### src/rtl/rtc_time_counter.sv
// rtc_time_counter
//   Stopwatch time base. A prescaler divides i_sclk down to a hundredth-second
//   tick. Each tick advances a six-digit BCD live count (MM:SS.hh), which wraps
//   from 59:59.99 to 00:00.00. A display register follows the live count one
//   cycle behind, or holds while a lap is latched.
//
// Ports
//   i_sclk        system clock, rising-edge active
//   i_reset_n     asynchronous active-low reset
//   i_countinit   synchronous clear of prescaler, live count and display
//   i_countenb    1 = run, 0 = pause (the partial tick is kept)
//   i_latchcount  1 = freeze the display (lap hold); the live count keeps going
//   o_min_tens .. o_hund_ones  BCD display digits, straight from the display register
//   o_rollover    one-cycle pulse when the live count wraps from 59:59.99
module rtc_time_counter #(
  parameter int P_TICK_DIV = 100000
) (
  input  logic       i_sclk,
  input  logic       i_reset_n,
  input  logic       i_countinit,
  input  logic       i_countenb,
  input  logic       i_latchcount,
  output logic [3:0] o_min_tens,
  output logic [3:0] o_min_ones,
  output logic [3:0] o_sec_tens,
  output logic [3:0] o_sec_ones,
  output logic [3:0] o_hund_tens,
  output logic [3:0] o_hund_ones,
  output logic       o_rollover
);

  localparam int                 PRESC_W   = (P_TICK_DIV > 1) ? $clog2(P_TICK_DIV) : 1;
  localparam logic [PRESC_W-1:0] PRESC_MAX = PRESC_W'(P_TICK_DIV - 1);

  // Per-digit upper limits, packed in the same order as the count registers:
  // {min_tens, min_ones, sec_tens, sec_ones, hund_tens, hund_ones}.
  localparam logic [23:0] DIGIT_LIM = 24'h595999;

  logic [PRESC_W-1:0] presc_q, presc_d;
  logic [23:0]        live_q,  live_d;
  logic [23:0]        disp_q,  disp_d;
  logic               roll_q,  roll_d;

  logic               tick;
  logic               carry;
  logic [3:0]         digit;
  logic [3:0]         lim;

  always_comb begin
    presc_d = presc_q;
    live_d  = live_q;
    disp_d  = disp_q;
    roll_d  = 1'b0;
    tick    = 1'b0;
    carry   = 1'b0;
    digit   = 4'd0;
    lim     = 4'd0;

    if (i_countinit) begin
      presc_d = '0;
      live_d  = '0;
      disp_d  = '0;
    end else begin
      if (i_countenb) begin
        if (presc_q == PRESC_MAX) begin
          presc_d = '0;
          tick    = 1'b1;
        end else begin
          presc_d = presc_q + PRESC_W'(1);
        end
      end

      // Ripple the tick through the digits from hund_ones upwards. A digit at
      // (or, defensively, above) its limit wraps to 0 and passes the carry on.
      carry = tick;
      for (int i = 0; i < 6; i++) begin
        digit = live_q[i*4 +: 4];
        lim   = DIGIT_LIM[i*4 +: 4];
        if (carry) begin
          if (digit >= lim) begin
            live_d[i*4 +: 4] = 4'd0;
          end else begin
            live_d[i*4 +: 4] = digit + 4'd1;
            carry            = 1'b0;
          end
        end
      end
      // A carry out of min_tens means the whole count just wrapped.
      roll_d = carry;

      // Loading the pre-update live value gives the one-cycle display lag.
      if (!i_latchcount) begin
        disp_d = live_q;
      end
    end
  end

  always_ff @(posedge i_sclk or negedge i_reset_n) begin
    if (!i_reset_n) begin
      presc_q <= '0;
      live_q  <= '0;
      disp_q  <= '0;
      roll_q  <= 1'b0;
    end else begin
      presc_q <= presc_d;
      live_q  <= live_d;
      disp_q  <= disp_d;
      roll_q  <= roll_d;
    end
  end

  assign o_min_tens  = disp_q[23:20];
  assign o_min_ones  = disp_q[19:16];
  assign o_sec_tens  = disp_q[15:12];
  assign o_sec_ones  = disp_q[11:8];
  assign o_hund_tens = disp_q[7:4];
  assign o_hund_ones = disp_q[3:0];
  assign o_rollover  = roll_q;

endmodule

### config.mk
export PLATFORM = sky130hd
export DESIGN_NAME = rtc_time_counter
export DESIGN_NICKNAME = d
export VERILOG_FILES = /design/src/rtl/rtc_time_counter.sv
export SDC_FILE = /design/constraint.sdc
export NUM_CORES = 1
export LEC_CHECK = 0
export CAP_MARGIN = 0
export CORE_MARGIN = 2
export CORE_UTILIZATION = 30
export CTS_BUF_LIST = sky130_fd_sc_hd__clkbuf_4
export CTS_CLUSTER_DIAMETER = 50
export DETAILED_ROUTE_END_ITERATION = 8
export GPL_ROUTABILITY_DRIVEN = 0
export RECOVER_POWER = 100
export SYNTH_ARGS = -nofsm -noshare
export SYNTH_HDL_FRONTEND = slang
export SYNTH_SLANG_ARGS = --single-unit
### constraint.sdc
create_clock -name i_sclk -period 4.6 [get_ports i_sclk]
set_input_delay 0.46 -clock i_sclk [delete_from_list [all_inputs] [get_ports i_sclk]]
set_output_delay 0.46 -clock i_sclk [all_outputs]
set_load 0.005 [all_outputs]
==> flow_metrics.env <==
export IMPL_status="finished with violations"
export IMPL_failed_checks="max-capacitance violations, max-slew violations"
export IMPL_syn_nets=380
export IMPL_fin_crit_ns=2.69
export IMPL_worst_r2r_cell_count=6
export IMPL_clock_sinks=66
export IMPL_ys_flop_type="dfrtp_1"
export IMPL_yosys_area_top_type="dfrtp_1"
export IMPL_synth_common_cells="66 x dfrtp_1, 52 x nor2_1, 30 x a21oi_1"
export IMPL_worst_setup_path_end_kind="flop"
export IMPL_drc=0
export IMPL_synth_compound_area_share_pct=8.56
export IMPL_critical_path_class="flop to flop"
export IMPL_postCtsSetupBuffers=0
export IMPL_synth_edf_count=0
export IMPL_dp_slack_ns=1.72
export IMPL_synth_cell_types=41
export IMPL_cp_num_buf_inv=1
export IMPL_n_antenna_cell=0
export IMPL_cts_root_buf="clkbuf_4"
export IMPL_fin_area_mm2=0.00405
export IMPL_clk_latency_ns=0.42
export IMPL_core_area_mm2=0.0114
export IMPL_post_route_period_util_pct=58.5
export IMPL_reg2reg_slack_ns=1.91
export IMPL_grt_pass1_vias=2564
export IMPL_start_util_pct=30.7
export IMPL_finalMaxSlewViolations=25
export IMPL_final_setup_viol_count=0
export IMPL_synth_area_per_cell_um2=9.82
export IMPL_async_reset_ff_share_pct=100
export IMPL_finalHoldViolCount=0
export IMPL_synth_area_mux_share_pct=7.16
export IMPL_layout_drive_gt1_share_pct=7.12
export IMPL_yosys_area_share_simple_pct=24.4
export IMPL_mappedNetlistArea_mm2=0.00349
export IMPL_yosysSeqAreaShare_pct=47.3
export IMPL_p_clk_share_pct=38.3
export IMPL_tightest_slew_ns=1.77
export IMPL_die_h_um=112
export IMPL_setup_ws_ns=1.91
export IMPL_switching_share_pct=25.2
export IMPL_numPortBuffers=29
export IMPL_yosysWarnings=0
export IMPL_antenna_found_initial=0
export IMPL_path_delay_family="simple AND/OR/NAND/NOR gates"
export IMPL_synthAdderAreaFrac_pct=6.80
export IMPL_drt_iter0_drc=141
export IMPL_netlist_instances=356
export IMPL_synth_top_family_by_area="simple AND/OR/NAND/NOR gates"
export IMPL_intPower_w=0.000758
export IMPL_grt_busiest_layer="met2"
export IMPL_synthXorXnorAreaFrac_pct=2.76
export IMPL_synth_top_cell_area_share_pct=47.3
export IMPL_met3_usage_pct=3.05
export IMPL_die_area_mm2=0.0125
export IMPL_cts_tree="done"
export IMPL_finalNetCount=412
export IMPL_grt_overflow=0
export IMPL_worstPathMaxFanout=17
export IMPL_clk_pin_slew_ns=0.12
export IMPL_hold_class="input port to async pin"
export IMPL_ant_nets=0
export IMPL_ios=30
export IMPL_grt_pass1_wl_um=12100
export IMPL_grt_max_degree=67
export IMPL_viasPerCell=4.96
export IMPL_fp_row_count=39
export IMPL_required_ns=4.95
export IMPL_cp_slowest_cell="or4_1"
export IMPL_rsz0062_at_grt="no"
export IMPL_cp_arrival_ns=3.04
export IMPL_start_kind="flop"
export IMPL_yosys_register_bits=66
export IMPL_hpwl_um=4610
export IMPL_routed_wl_um=6920
export IMPL_vdd_ir_drop_worst_v=0.0000963
export IMPL_p_leak_nw=1.79
export IMPL_cpPeakStageDelay_ns=0.66
export IMPL_fin_skew_ns=0.0196
export IMPL_startpoint="live_q[8]$_DFFE_PN0P_"
export IMPL_final_setup_tns_ns=0
export IMPL_area_growth_pct=15.9
export IMPL_vias=2661
export IMPL_power_frac_seq_pct=57.6
export IMPL_power_density_mw_per_mm2=250
export IMPL_grt_util_met1_pct=15.2
export IMPL_p_sw_w=0.000256
export IMPL_p_total_w=0.00101
export IMPL_dr_pass1_iters=4
export IMPL_crit_cells=6
export IMPL_clockBufferDepth=2
export IMPL_fmax_mhz=371
export IMPL_die_w_um=112
export IMPL_fin_util_pct=35.6
export IMPL_met2_usage_pct=18.8
export IMPL_grt_usage_pct=11.8
export IMPL_numCtsBuffers=9
export IMPL_ys_top_cells_by_area="dfrtp_1 47%, mux2i_1 7.2%, ha_1 6.8%"
export IMPL_slew_headroom_pct=-17.7
export IMPL_place_area_mm2=0.00394
export IMPL_htreeDepth=3
export IMPL_cts_hold_buf=0
export IMPL_r2r_start="live_q[8]$_DFFE_PN0P_"
export IMPL_ctsResizeCount=0
export IMPL_pwr_share_comb_pct=4.1
export IMPL_maxCapViolCount=1
export IMPL_timing_rr_end="live_q[18]$_DFFE_PN0P_"
export IMPL_synth_most_common_cell="dfrtp_1"
export IMPL_endpoint="live_q[18]$_DFFE_PN0P_"
export IMPL_cp_cell_sequence="inv_1, ha_1, a21boi_0, nand3_1, or4_1, a21oi_1"
export IMPL_wl_per_cell_um=12.9
cell type report:
| cell class | count | area, um2 |
|---|---|---|
| inverters | 16 | 60.1 |
| well taps | 143 | 179 |
| flip-flops and latches | 66 | 1650 |
| repair buffers | 33 | 307 |
| clock buffers | 9 | 67.6 |
| fillers | 1158 | 7320 |
| multi-input cells | 262 | 1720 |
| clock inverters | 7 | 68.8 |
sequential cells by signal (all words and copies together), names as in the netlist:
name / cells
disp_q: 24
live_q: 24
o_rollover: 1
presc_q: 17
layout by cell type (no fill, tap or decap), types with 2 or more instances in the layout:
master,instances
dfrtp_1,66
nor2_1,52
a21oi_1,30
dlygate4sd3_1,26
mux2i_1,25
nand2_1,21
ha_1,19
nand3_1,18
inv_1,16
o21ai_0,16
or3_1,12
clkbuf_4,9
nor2b_1,7
xor2_1,6
or4_1,6
nor3_1,5
xnor2_1,5
nand2b_1,4
nor4_1,4
nand4_1,4
and3_1,3
o31ai_1,3
or4b_1,3
buf_4,3
a21o_1,2
a21boi_0,2
nor3b_1,2
or3b_1,2
clkinv_2,2
buf_2,2
metrics by stage:
stage / hold WS [ns] / instances
4_1_cts: 0.224 / 536
2_1_floorplan: 0.164 / 356
3_3_place_gp: 0.502 / 520
3_5_place_dp: 0.512 / 520
6_report: 0.214 / 536
5_1_grt: 0.261 / 536
power by group through the flow:
stage	Clock [W]	Sequential, W	Combinational (W)
6_report	0.000388	0.000584	0.0000420
5_1_grt	0.000425	0.000584	0.0000476
4_1_cts	0.000404	0.000584	0.0000432
3_5_place_dp	0	0.000595	0.0000430
3_3_place_gp	0	0.000595	0.0000426
2_1_floorplan	0	0.000595	0.0000220
cell families (layout without fill, tap and decap cells):
family | count (synthesis) | count (layout)
simple gates | 152 | 152
flops | 66 | 66
compound gates | 55 | 55
buf+inv | 28 | 65
mux | 25 | 25
fa+ha+maj | 19 | 19
xor+xnor | 11 | 11
worst min-delay path by stage:
stage,from,to,slack (ns),cells past startpoint
after global placement,disp_q[2]$_DFFE_PN0P_,disp_q[2]$_DFFE_PN0P_,0.50,2
after CTS,i_reset_n,disp_q[15]$_DFFE_PN0P_,0.22,2
after global routing,i_countinit,disp_q[19]$_DFFE_PN0P_,0.26,2
final,i_reset_n,live_q[19]$_DFFE_PN0P_,0.21,2
after detailed placement,disp_q[13]$_DFFE_PN0P_,disp_q[13]$_DFFE_PN0P_,0.51,2
after floorplan,i_reset_n,disp_q[0]$_DFFE_PN0P_,0.16,0
routing by layer:
layer | share of wire [%] | vias up
met5 | 0 | -
met4 | 2.0 | 0
met3 | 3.5 | 12
met2 | 47 | 37
met1 | 48 | 1303
li1 | - | 1309
worst register-to-register path, cell delays in order, from the launching register on:
cell	delay, ns
dfrtp_1	0.46
inv_1	0.08
ha_1	0.19
a21boi_0	0.53
nand3_1	0.55
or4_1	0.66
a21oi_1	0.15
Note: power is estimated with default switching activity, not from simulation.
==> patch 1: new RTL, same flow settings <==
Add an input register stage for `i_countinit`, `i_countenb` and `i_latchcount`, with the module's reset; this delays them by one clock.
--- a/src/rtl/rtc_time_counter.sv
+++ b/src/rtl/rtc_time_counter.sv
@@ -36,6 +36,22 @@
   // {min_tens, min_ones, sec_tens, sec_ones, hund_tens, hund_ones}.
   localparam logic [23:0] DIGIT_LIM = 24'h595999;
 
+  logic i_countinit_q;
+  logic i_countenb_q;
+  logic i_latchcount_q;
+
+  always_ff @(posedge i_sclk or negedge i_reset_n) begin
+    if (!i_reset_n) begin
+      i_countinit_q  <= '0;
+      i_countenb_q   <= '0;
+      i_latchcount_q <= '0;
+    end else begin
+      i_countinit_q  <= i_countinit;
+      i_countenb_q   <= i_countenb;
+      i_latchcount_q <= i_latchcount;
+    end
+  end
+
   logic [PRESC_W-1:0] presc_q, presc_d;
   logic [23:0]        live_q,  live_d;
   logic [23:0]        disp_q,  disp_d;
@@ -56,12 +72,12 @@
     digit   = 4'd0;
     lim     = 4'd0;
 
-    if (i_countinit) begin
+    if (i_countinit_q) begin
       presc_d = '0;
       live_d  = '0;
       disp_d  = '0;
     end else begin
-      if (i_countenb) begin
+      if (i_countenb_q) begin
         if (presc_q == PRESC_MAX) begin
           presc_d = '0;
           tick    = 1'b1;
@@ -89,7 +105,7 @@
       roll_d = carry;
 
       // Loading the pre-update live value gives the one-cycle display lag.
-      if (!i_latchcount) begin
+      if (!i_latchcount_q) begin
         disp_d = live_q;
       end
     end
Function: no difference found for any inputs over 10 cycles, from zero or initial values and one cycle with i_reset_n low; that may be too few to reach the edited logic, so the function may still have changed.
==> patch 1 against the original RTL <==
- sequential cell count grew 3
- sequential share of layout area increased by 0.76 points
- utilization grew 0.62 points
- cell area grew 2.6%
- the run still ends with max-capacitance violations, max-slew violations left
- power rose by 15%
- die area is 0.90% higher
- cell count grew 0.75%
- non-clock buffer count unchanged
- wire length increased by 4.4%
- clock skew shrank 0.0024 ns
- count of clock-buffer cells in the layout grew 1
- area after synthesis increased by 0.93%
- setup slack lost 0.13 ns
- highest routed layer unchanged
==> patch 1: results (changes against the original RTL) <==
.. list-table::
   :header-rows: 1

   * - Metric
     - Value
   * - R2R Setup Slk
     - 1.78 ns (-0.13 ns)
   * - Clock-cell share
     - 0.0449 (+0.0112)
   * - Count of clock-net buffers in the final layout
     - 10 (+1)
   * - CP arrival
     - 3.17 ns (+0.13 ns)
   * - Violations in the final reports
     - max-capacitance violations, max-slew violations
   * - Pins Over Slew Limit
     - 25 (unchanged)
   * - Worst Setup SP
     - presc_q[12]
   * - Net Count, Synth
     - 383 (+0.79%)
   * - GRT Util Overall
     - 0.125 (+0.00727)
   * - Via count of the first global-routing pass
     - 2725 (+6.3%)
   * - Fraction of synthesized cell area taken by the top area cell type
     - 0.490 (+0.0169)
   * - Largest net degree at the start of global routing
     - 56 (-16%)
   * - Area share of xor/xnor cells in the synthesized design
     - 0.0298 (+0.00223)
   * - Cell leakage power
     - 1.90 nW (+6.3%)
   * - Multi-input combinational area share
     - 0.406 (-0.0181)
   * - Number of inverters outside the clock class in the layout
     - 18 (+2)
   * - Switching Share
     - 0.222 (-0.0301)
   * - Max Cap Violations
     - 1 (unchanged)
   * - Register area share after synthesis
     - 0.490 (+0.0169)
   * - Nets
     - 416 (+0.97%)
   * - Post-synth top cells
     - dfrtp_1, nor2_1, nand2_1, mux2i_1, a21oi_1
   * - First-pass detailed-route iteration total
     - 5 (+1)
   * - Slew @ Worst Pin
     - 1.77 ns (+0.00816 ns)
   * - Synthesized-area fraction occupied by adder cells
     - 0.0674 (-0.000627)
   * - Fin Clk Skew
     - 0.0172 ns (-0.00236 ns)
   * - Non-clock buffering overhead
     - 0.0747 (-0.00103)
   * - Seq. cell area
     - 1730 sq um (+4.5%)
   * - Complex-gate fraction of the synthesized area
     - 0.0798 (-0.00576)
   * - Multiplexer fraction of the synthesized cell area
     - 0.0766 (+0.00502)
   * - Largest cells by area after synthesis
     - dfrtp_1, mux2i_1, ha_1
   * - Critical Path End
     - live_q[19]
   * - Status
     - complete, but fails checks
patch 1: how the worst min path moves through the flow:
stage / from / endpoint / slack, ns
final: presc_q[15] / presc_q[15] / 0.53
after global routing: i_countenb / i_countenb_q / 0.56
after CTS: i_countenb / i_countenb_q / 0.44
after detailed placement: i_reset_n / i_latchcount_q / 0.38
after global placement: i_reset_n / i_latchcount_q / 0.38
after floorplan: i_reset_n / disp_q[0] / 0.16
patch 1: cells by family (layout without fill, tap and decap cells):
kind of cell    Yosys count  after routing
flops                    69             69
compound gates           49             49
fa+ha+maj                19             19
buf+inv                  29             67
xor+xnor                 12             12
mux                      27             27
simple gates            154            154
patch 1: through the flow:
stage	setup slack, ns	cells	power, mW	cell area (sq um)
6_report	1.78	540	1.16	4160
3_3_place_gp	1.94	523	0.670	3970
2_1_floorplan	2.22	359	0.648	3530
3_5_place_dp	1.91	523	0.671	3970
5_1_grt	1.41	540	1.21	4160
4_1_cts	1.87	540	1.19	4170
patch 1: worst register-to-register path, delay by kind of cell (launching register included):
kind | cells | cell delay, ns
simple gates | 4 | 2.17
flops | 1 | 0.44
compound gates | 1 | 0.15
patch 1: power groups by stage:
stage / combinational, mW / sequential [mW] / clock, mW
floorplan: 0.0249 / 0.623 / 0
global placement: 0.0431 / 0.627 / 0
detailed placement: 0.0438 / 0.627 / 0
CTS: 0.0448 / 0.616 / 0.525
global route: 0.0491 / 0.616 / 0.548
finish: 0.0427 / 0.615 / 0.503
patch 1: timing repair:
action,4_1_cts,5_1_grt
buffers inserted,0,0
endpoints found under the hold margin,14,0
hold buffers,1,0
patch 1: layer usage:
metal	part of all wire	GRT usage
met5	0	0
met4	0.0082	0.0423
met3	0.032	0.0340
met2	0.47	0.200
met1	0.49	0.166
==> patch 2: new RTL, config.mk and constraints unchanged <==
Without the edit above. Set the parameter `P_TICK_DIV` to 25000 (it was 100000).
--- a/src/rtl/rtc_time_counter.sv
+++ b/src/rtl/rtc_time_counter.sv
@@ -13,7 +13,7 @@
 //   o_min_tens .. o_hund_ones  BCD display digits, straight from the display register
 //   o_rollover    one-cycle pulse when the live count wraps from 59:59.99
 module rtc_time_counter #(
-  parameter int P_TICK_DIV = 100000
+  parameter int P_TICK_DIV = 25000
 ) (
   input  logic       i_sclk,
   input  logic       i_reset_n,
Formal check against the unedited RTL: same outputs for any inputs over 10 cycles, from zero or initial values and one cycle with i_reset_n low; that may be too few to reach the edited logic, so the function may still have changed.
==> patch 2 against the original RTL <==
- synthesized cell count down 3.1%
- wire length up 8.1%
- largest cell class unchanged
- area after synthesis fell by 2.3%
- setup slack lost 0.43 ns
- non-clock buffer count is the same
- global-route usage rose by 1.2 points
- clock power down 3%
- sequential cell count down 2
- cell area down 3.3%
- critical path depth fell by 1
- count of clock-buffer cells in the layout is 1 higher
- critical path type unchanged
- sequential share of layout area is 0.10 points higher
- cell count decreased by 3.4%
- the run still ends with max-capacitance violations, max-slew violations left
- power shrank 2.3%
==> patch 2: results (changes against the original RTL) <==
.. list-table::
   :header-rows: 1

   * - Metric
     - Value
   * - Status
     - complete, but fails checks
   * - Violations in the final reports
     - max-capacitance violations, max-slew violations
   * - Cell Area, Placed
     - 3840 sq um (-2.5%)
   * - Max Cap Violations
     - 3 (+2)
   * - Total Wirelength
     - 7.48 mm (+8.1%)
   * - Worst hold margin
     - 0.498 ns (+0.284 ns)
   * - Cell leakage power
     - 1.77 nW (-1.1%)
   * - Total vias in the final route
     - 2655 (-0.23%)
   * - Critical path fanouts, max
     - 7 (-10)
   * - Length of routed wiring on met1
     - 3.47 mm (+5.4%)
   * - Fin Clk Skew
     - 0.0138 ns (-0.00575 ns)
   * - Reg-to-reg critical path startpoint
     - presc_q[12]
   * - Worst slack at placement
     - 1.80 ns (+0.0850 ns)
   * - Pins Over Slew Limit
     - 92 (+270%)
   * - Non-clock buffering overhead
     - 0.0770 (+0.00129)
   * - Peak VDD IR
     - 0.000135 V (+40%)
   * - Count of clock-net buffers in the final layout
     - 10 (+1)
   * - Drt first-iter violations
     - 144 (+2.1%)
   * - Met2 routed WL
     - 3.63 mm (+12%)
   * - Worst slew margin relative to its limit
     - -0.193 (-0.0160)
   * - Met3 Track Usage GR
     - 0.0394 (+0.00888)
   * - GRT Util Overall
     - 0.130 (+0.0115)
   * - Largest net degree at the start of global routing
     - 34 (-49%)
   * - Synthesized instance count
     - 345 (-3.1%)
   * - Largest cells by area after synthesis
     - dfrtp_1, mux2i_1, ha_1
   * - Share of final-layout standard cells stronger than drive strength 1
     - 0.0608 (-0.0104)
   * - Met3 wire len
     - 311 microns (+27%)
   * - Net Count, Synth
     - 369 (-2.9%)
   * - CORE AREA
     - 11000 sq um (-3.4%)
   * - Area taken by multi-input logic gates
     - 1640 sq um (-4.4%)
   * - Worst reg2reg path endpoint
     - o_rollover
   * - Post-synth top cells
     - dfrtp_1, nor2_1, mux2i_1, nand2_1, a21oi_1
   * - Post-DP HPWL
     - 5.13 mm (+11%)
   * - Global-route track usage on met2
     - 0.206 (+0.0179)
   * - Count of multi-input gates
     - 248 (-5.3%)
   * - CP arrival
     - 3.44 ns (+0.40 ns)
   * - Seq cells post-synth
     - 64 (-3.0%)
   * - R2R Setup Slk
     - 1.48 ns (-0.43 ns)
-- patch 2: worst max-delay path by stage --
stage,startpoint,end,slack (ns),cells past startpoint
floorplan,live_q[0],live_q[14],2.13,8
global placement,i_countenb,live_q[22],1.86,6
detailed placement,i_countenb,live_q[22],1.80,6
CTS,live_q[0],live_q[14],1.90,7
global route,i_reset_n,disp_q[2],0.92,2
finish,presc_q[12],o_rollover,1.48,5
-- patch 2: power by group --
part	total (mW)	switching, mW	internal, mW
Clock	0.378	0.209	0.169
Sequential	0.566	0.00202	0.564
Combinational	0.0458	0.0335	0.0123
Total	0.990	0.245	0.745
-- patch 2: cell families after synthesis --
logic type	synth area share
AOI/OAI and AO/OA	0.102
xor gates and xnor gates	0.0205
adders and majority gates	0.0696
buffers and inverters	0.0367
DFF	0.469
muxes	0.0762
and+or+nand+nor	0.226
-- patch 2: critical path: stages (launching register included) --
cell	delay [ns]
dfrtp_1	0.46
or4b_1	0.61
nor4_1	0.78
nand3_2	0.26
nor3_1	0.66
nor3b_1	0.25
